`src/rtl/mealy_seq_ctrl_if.sv`:
```
// rtl/mealy_seq_ctrl_if.sv - byte stream handshake into the Mealy detector sequencer
//
// Purpose: carries one parallel word per accepted transfer from a producer
//          to mealy_seq_ctrl.
// Ports (signals):
//   s_data  [DATA_W]  word, MSB shifted first         producer -> controller
//   s_valid           s_data valid                    producer -> controller
//   s_ready           controller accepts this cycle   controller -> producer
//   s_last            final word of a frame (only when SEQ_CTRL_FRAME_EN is defined)
// Modports: master = producer side, slave = controller side.
interface mealy_seq_ctrl_if #(
  parameter int DATA_W = 8
);
  logic [DATA_W-1:0] s_data;
  logic              s_valid;
  logic              s_ready;
`ifdef SEQ_CTRL_FRAME_EN
  logic              s_last;

  modport master (output s_data, output s_valid, output s_last, input s_ready);
  modport slave  (input s_data, input s_valid, input s_last, output s_ready);
`else
  modport master (output s_data, output s_valid, input s_ready);
  modport slave  (input s_data, input s_valid, output s_ready);
`endif
endinterface

```
`src/rtl/mealy_seq_ctrl.sv`:
```
// rtl/mealy_seq_ctrl.sv - word-to-bit sequencer, reset gate and hit counter for a serial Mealy detector
//
// Purpose: accepts parallel words, shifts them MSB-first into a bit-serial
//          Mealy detector, holds the detector in reset whenever no real data
//          is flowing, counts detector hits and raises a sticky threshold irq.
// Optional feature macro: SEQ_CTRL_FRAME_EN (adds s_last and a one-cycle
//          FLUSH state so that detection never spans frames).
// Ports:
//   clk        in            system clock, rising edge
//   reset      in            asynchronous active-low reset
//   s          slave modport word stream (s_data/s_valid/s_ready[/s_last])
//   det_bit    out           serial bit to the detector
//   det_rst    out           detector reset, high = held in reset
//   det_hit    in            detector output (combinational in det_bit)
//   thresh     in  [CNT_W]   irq threshold, 0 disables the irq
//   irq_clr    in            clears irq and hit_count
//   hit_count  out [CNT_W]   saturating hit count
//   irq        out           sticky threshold interrupt
//   underrun   out           one-cycle pulse when the stream breaks at a word end
//   busy       out           high while shifting
module mealy_seq_ctrl #(
  parameter int DATA_W = 8,
  parameter int CNT_W  = 16
) (
  input  logic             clk,
  input  logic             reset,
  mealy_seq_ctrl_if.slave  s,
  output logic             det_bit,
  output logic             det_rst,
  input  logic             det_hit,
  input  logic [CNT_W-1:0] thresh,
  input  logic             irq_clr,
  output logic [CNT_W-1:0] hit_count,
  output logic             irq,
  output logic             underrun,
  output logic             busy
);

  localparam int IDX_W = (DATA_W > 1) ? $clog2(DATA_W) : 1;
  localparam logic [IDX_W-1:0] LAST_IDX = IDX_W'(DATA_W - 1);

`ifdef SEQ_CTRL_FRAME_EN
  typedef enum logic [1:0] {
    ST_IDLE  = 2'd0,
    ST_SHIFT = 2'd1,
    ST_FLUSH = 2'd2
  } state_t;
`else
  typedef enum logic [1:0] {
    ST_IDLE  = 2'd0,
    ST_SHIFT = 2'd1
  } state_t;
`endif

  state_t            r_state;
  state_t            w_state_nxt;
  logic [DATA_W-1:0] r_shreg;
  logic [IDX_W-1:0]  r_bit_idx;
  logic              r_underrun;
  logic [CNT_W-1:0]  r_hit_count;
  logic              r_irq;
`ifdef SEQ_CTRL_FRAME_EN
  logic              r_last;
`endif

  logic              w_last_bit;
  logic              w_load;
  logic              w_shift;
  logic              w_underrun_nxt;
  logic              w_s_ready;
  logic              w_det_rst;
  logic              w_det_bit;
  logic              w_busy;
  logic              w_hit;
  logic              w_cnt_max;
  logic [CNT_W-1:0]  w_cnt_inc;

  assign w_last_bit = (r_bit_idx == LAST_IDX);

  // State register
  always_ff @(posedge clk or negedge reset) begin
    if (!reset) begin
      r_state <= ST_IDLE;
    end else begin
      r_state <= w_state_nxt;
    end
  end

  // Next state and state-decoded outputs. s_ready, det_rst, det_bit and busy
  // depend only on registers; s_valid only steers the next state and load.
  always_comb begin
    w_state_nxt    = r_state;
    w_load         = 1'b0;
    w_shift        = 1'b0;
    w_underrun_nxt = 1'b0;
    w_s_ready      = 1'b0;
    w_det_rst      = 1'b1;
    w_det_bit      = 1'b0;
    w_busy         = 1'b0;
    case (r_state)
      ST_IDLE: begin
        w_s_ready = 1'b1;
        if (s.s_valid) begin
          w_load      = 1'b1;
          w_state_nxt = ST_SHIFT;
        end
      end
      ST_SHIFT: begin
        w_det_rst = 1'b0;
        w_det_bit = r_shreg[DATA_W-1];
        w_busy    = 1'b1;
        if (!w_last_bit) begin
          w_shift = 1'b1;
        end else begin
`ifdef SEQ_CTRL_FRAME_EN
          // End of frame: refuse the next word so the detector gets flushed.
          if (r_last) begin
            w_state_nxt = ST_FLUSH;
          end else
`endif
          begin
            // Final bit: a waiting word continues the stream with no gap bit,
            // so the detector state carries across the word boundary.
            w_s_ready = 1'b1;
            if (s.s_valid) begin
              w_load = 1'b1;
            end else begin
              w_state_nxt    = ST_IDLE;
              w_underrun_nxt = 1'b1;
            end
          end
        end
      end
`ifdef SEQ_CTRL_FRAME_EN
      ST_FLUSH: begin
        w_s_ready = 1'b1;
        if (s.s_valid) begin
          w_load      = 1'b1;
          w_state_nxt = ST_SHIFT;
        end else begin
          w_state_nxt = ST_IDLE;
        end
      end
`endif
      default: begin
        w_state_nxt = ST_IDLE;
      end
    endcase
  end

  // Shift datapath and underrun pulse
  always_ff @(posedge clk or negedge reset) begin
    if (!reset) begin
      r_shreg    <= '0;
      r_bit_idx  <= '0;
      r_underrun <= 1'b0;
    end else begin
      r_underrun <= w_underrun_nxt;
      if (w_load) begin
        r_shreg   <= s.s_data;
        r_bit_idx <= '0;
      end else if (w_shift) begin
        r_shreg   <= r_shreg << 1;
        r_bit_idx <= r_bit_idx + IDX_W'(1);
      end
    end
  end

`ifdef SEQ_CTRL_FRAME_EN
  always_ff @(posedge clk or negedge reset) begin
    if (!reset) begin
      r_last <= 1'b0;
    end else if (w_load) begin
      r_last <= s.s_last;
    end
  end
`endif

  // Hit counter and sticky irq. A clear in the same cycle as a hit restarts
  // the count at 1, and with thresh==1 that restart sets irq again.
  assign w_hit     = (r_state == ST_SHIFT) && det_hit;
  assign w_cnt_max = (r_hit_count == {CNT_W{1'b1}});
  assign w_cnt_inc = r_hit_count + CNT_W'(1);

  always_ff @(posedge clk or negedge reset) begin
    if (!reset) begin
      r_hit_count <= '0;
      r_irq       <= 1'b0;
    end else if (irq_clr) begin
      r_hit_count <= w_hit ? CNT_W'(1) : '0;
      r_irq       <= w_hit && (thresh == CNT_W'(1));
    end else if (w_hit && !w_cnt_max) begin
      r_hit_count <= w_cnt_inc;
      // Only the increment that lands on thresh sets irq; changing thresh
      // later never sets it retroactively.
      if ((thresh != '0) && (w_cnt_inc == thresh)) begin
        r_irq <= 1'b1;
      end
    end
  end

  assign s.s_ready = w_s_ready;
  assign det_rst   = w_det_rst;
  assign det_bit   = w_det_bit;
  assign busy      = w_busy;
  assign underrun  = r_underrun;
  assign hit_count = r_hit_count;
  assign irq       = r_irq;

endmodule

```
`src/flat_wrapper.sv`:
```
// flat-port wrapper written by rule: the top's interface ports become plain ports
module mealy_seq_ctrl_flat 
#(
  parameter int DATA_W = 8,
  parameter int CNT_W  = 16
)
  (clk, reset, det_bit, det_rst, det_hit, thresh, irq_clr, hit_count, irq, underrun, busy, s_s_data, s_s_valid, s_s_ready);
  mealy_seq_ctrl_if #(.DATA_W(DATA_W)) s_i ();
  input  logic clk;
  input  logic reset;
  output logic det_bit;
  output logic det_rst;
  input  logic det_hit;
  input  logic [CNT_W-1:0] thresh;
  input  logic irq_clr;
  output logic [CNT_W-1:0] hit_count;
  output logic irq;
  output logic underrun;
  output logic busy;
  input wire logic [$bits(s_i.s_data)-1:0] s_s_data;
  input wire logic [$bits(s_i.s_valid)-1:0] s_s_valid;
  output wire logic [$bits(s_i.s_ready)-1:0] s_s_ready;
  assign s_i.s_data = s_s_data;
  assign s_i.s_valid = s_s_valid;
  assign s_s_ready = s_i.s_ready;
  mealy_seq_ctrl #(.DATA_W(DATA_W), .CNT_W(CNT_W)) u_core (.clk(clk), .reset(reset), .s(s_i), .det_bit(det_bit), .det_rst(det_rst), .det_hit(det_hit), .thresh(thresh), .irq_clr(irq_clr), .hit_count(hit_count), .irq(irq), .underrun(underrun), .busy(busy));
endmodule
```
`config.mk`:
```
export PLATFORM = sky130hd
export DESIGN_NAME = mealy_seq_ctrl_flat
export DESIGN_NICKNAME = d
export VERILOG_FILES = /design/src/rtl/mealy_seq_ctrl_if.sv /design/src/rtl/mealy_seq_ctrl.sv /design/src/flat_wrapper.sv
export SDC_FILE = /design/constraint.sdc
export NUM_CORES = 1
export LEC_CHECK = 0
export CAP_MARGIN = 15
export CORE_MARGIN = 2
export CORE_UTILIZATION = 53
export DETAILED_ROUTE_END_ITERATION = 8
export PLACE_DENSITY = 0.95
export SLEW_MARGIN = 10
export SYNTH_ARGS = -nofsm -noshare
export SYNTH_HDL_FRONTEND = slang
export SYNTH_SLANG_ARGS = --single-unit
```
`constraint.sdc`:
```
create_clock -name clk -period 6.1 [get_ports clk]
set_input_delay 1.22 -clock clk [delete_from_list [all_inputs] [get_ports clk]]
set_output_delay 1.22 -clock clk [all_outputs]
set_load 0.02 [all_outputs]
```
==> results_dict.tcl <==
set metrics [dict create \
    status "completed" \
    fin_ws_ps 2310 \
    stdcell_area_um2 2590 \
    placedCellCount 309 \
    cts_tree "done" \
    yosys_most_used_dff "dfrtp_1" \
    vias_per_cell 5.90 \
    cap_violations 0 \
    die_width_um 65.3 \
    p_int_uw 451 \
    crit_fanout 20 \
    pre_cts_slack_ps 2630 \
    setup_tns_ps 0 \
    synth_seq_cells 30 \
    synth-edff-count 0 \
    tightest_slew_ps 968 \
    slew_viol_final 0 \
    final_nets 300 \
    cts_buffers 5 \
    timing_worst_setup_path_type "flop to primary output" \
    power.share.clock_pct 29.3 \
    setup_viol 0 \
    hold_viol_final 0 \
    final_layout_size_suffix_gt1_share_pct 4.46 \
    core.rowCount 22 \
    fin_skew_ps 10.3 \
    async_flop_share_pct 100 \
    synth-seq-area-share_pct 37.7 \
    syn_area_um2 1990 \
    syn-instance-count 224 \
    pwr-share-comb_pct 30.5 \
    ctsResizeCount 0 \
    fin_cells 317 \
    seq_power_share_pct 40.2 \
    dp_hpwl_mm 3.36 \
    arrival_ps 2570 \
    ctsHoldBuffers 0 \
    drtIter0Drc 266 \
    cts_sinks 30 \
    start_util_pct 54.8 \
    ios 51 \
    htree_levels 2 \
    grt.total_usage_pct 24.6 \
    required_ps 4880 \
    placed_area_um2 2490 \
    m1WireLength_mm 1.94 \
    cts_root_buffer "clkbuf_8" \
    period_share_pct 62.1 \
    antenna_cells 0 \
    clk_path_buf_depth 2 \
    drc 0 \
    hold_class "flop to flop" \
    peakVddDrop_uv 214 \
    fmax_ghz 0.264 \
    io_buffers 50 \
    post_cts_buffers 0 \
    drtPass1Iterations 5 \
    grt_pass1_wl_mm 7.89 \
    wl_met3_um 476 \
    coreArea_um2 3630 \
    yosysWarnings 0 \
    grt_pass1_vias 1698 \
    endpoint_kind "primary output" \
    p_sw_uw 218 \
    routed.top_layer "met4" \
    slew_headroom_pct 35.2 \
    via_count 1869 \
    synth_fp_nets 256 \
    antenna_found_initial 0 \
    ys_types 42 \
    clkTransAtPathRegs_ps 70 \
    ant_nets 0 \
    drt_wl_total_mm 4.80 \
    die_h_um 65.3 \
    routedWlPerCell_um 15.2 \
    powerDensity_nw_per_um2 258 \
    min_period_ps 3790 \
    met2_length_mm 2.32 \
    clk_latency_ps 290 \
    postSynthAreaPerCell_um2 8.89 \
    grt_max_degree 31 \
    grt_overflow 0 \
    leakagePower_uw 0.00103 \
    total_power_uw 669 \
    switching_share_pct 32.5 \
    place_congestion 0.953 \
    start_kind "flop" \
    dieArea_um2 4260 \
    syn_to_final_growth_pct 30.2 \
    grt_setup_unrepaired "false" \
]
flip-flops by register name (all words and copies together), names as in the netlist:
signal / cells
u_core.hit_count: 16
u_core.irq: 1
u_core.r_bit_idx: 3
u_core.r_shreg: 8
u_core.r_state: 1
u_core.underrun: 1
final cells by class:
type | instances | area [um2]
clock inverter | 1 | 30.0
sequential | 30 | 751
timing repair buffer | 51 | 508
inverter | 6 | 22.5
tap | 48 | 60.1
multi-input combinational | 174 | 1140
clock buffer | 7 | 76.3
fill | 283 | 1040
Yosys cell counts, types with 3 or more instances:
cell type | number | area (um2)
nor4_1 | 4 | 25.0
xor2_1 | 17 | 149
a21oi_1 | 5 | 25.0
nor2_1 | 23 | 86.3
nand2_1 | 19 | 71.3
xnor2_1 | 14 | 123
nand2b_1 | 4 | 25.0
o31ai_1 | 4 | 30.0
o21ai_0 | 15 | 75.1
dfrtp_1 | 30 | 751
nor3_1 | 4 | 20.0
ha_1 | 3 | 37.5
nand4_1 | 7 | 43.8
nand3_1 | 14 | 70.1
buf_2 | 3 | 15.0
inv_1 | 6 | 22.5
clkbuf_1 | 8 | 30.0
mux2i_1 | 12 | 120
nor2b_1 | 3 | 18.8
power by group through the flow:
stage | Sequential [uW] | Clock (uW) | Combinational, uW
after floorplan | 268 | 0 | 125
after global placement | 268 | 0 | 195
after detailed placement | 270 | 0 | 205
after CTS | 268 | 200 | 205
after global routing | 273 | 214 | 227
final | 269 | 196 | 204
metal layers:
metal | track usage (%) | vias up
met5 | 0 | -
met3 | 6.85 | 10
met1 | 30.4 | 886
met2 | 39.3 | 98
met4 | 12.5 | 0
li1 | - | 875
stage by stage:
step,hold WS [ps],utilization (%)
floorplan,449,-
global placement,469,68.4
detailed placement,491,68.4
CTS,500,71.3
global route,506,71.3
finish,485,71.3
cells by family after synthesis:
group / share of synthesized area [%]
and+or+nand+nor: 23.7
muxes: 6.03
AOI/OAI and AO/OA: 12.3
xor gates and xnor gates: 13.6
adders and majority gates: 1.89
buffers and inverters: 4.78
DFF: 37.7
worst paths after layout:
check                                                     start                          endpoint  slack [ps]  depth (start not counted)
worst min register to register    u_core.r_shreg[0]$_DFFE_PN0P_     u_core.r_shreg[1]$_DFFE_PN0P_         490                          2
worst min-delay path              u_core.r_shreg[0]$_DFFE_PN0P_     u_core.r_shreg[1]$_DFFE_PN0P_         490                          2
worst max-delay path            u_core.r_bit_idx[0]$_DFFE_PN0P_                         s_s_ready        2310                          5
max in group asynchronous                                 reset     u_core.r_shreg[0]$_DFFE_PN0P_        4490                          2
min in group asynchronous                                 reset  u_core.hit_count[11]$_DFFE_PN0P_        1320                          2
worst max register to register  u_core.hit_count[0]$_DFFE_PN0P_  u_core.hit_count[13]$_DFFE_PN0P_        3750                          6
layout by cell type (no fill, tap or decap), types with 2 or more instances in the layout:
master           instances
a211oi_1                 2
a21oi_1                  5
and2_1                   2
and3_1                   2
clkbuf_1                 2
clkbuf_8                 5
clkdlybuf4s50_1         50
dfrtp_1                 30
ha_1                     3
inv_1                    6
mux2i_1                 12
nand2_1                 19
nand2b_1                 4
nand3_1                 14
nand3b_1                 2
nand4_1                  7
nor2_1                  23
nor2b_1                  3
nor3_1                   4
nor4_1                   4
o2111ai_1                2
o21ai_0                 15
o31ai_1                  4
xnor2_1                 14
xor2_1                  17
worst max-delay path, cell delays in order (launching register included):
cell and delay [ps]:
dfrtp_1 400, ha_1 200, ha_1 180, nor2_1 730, inv_1 180, clkdlybuf4s50_1 590
Power figures use the tool's default switching activity.
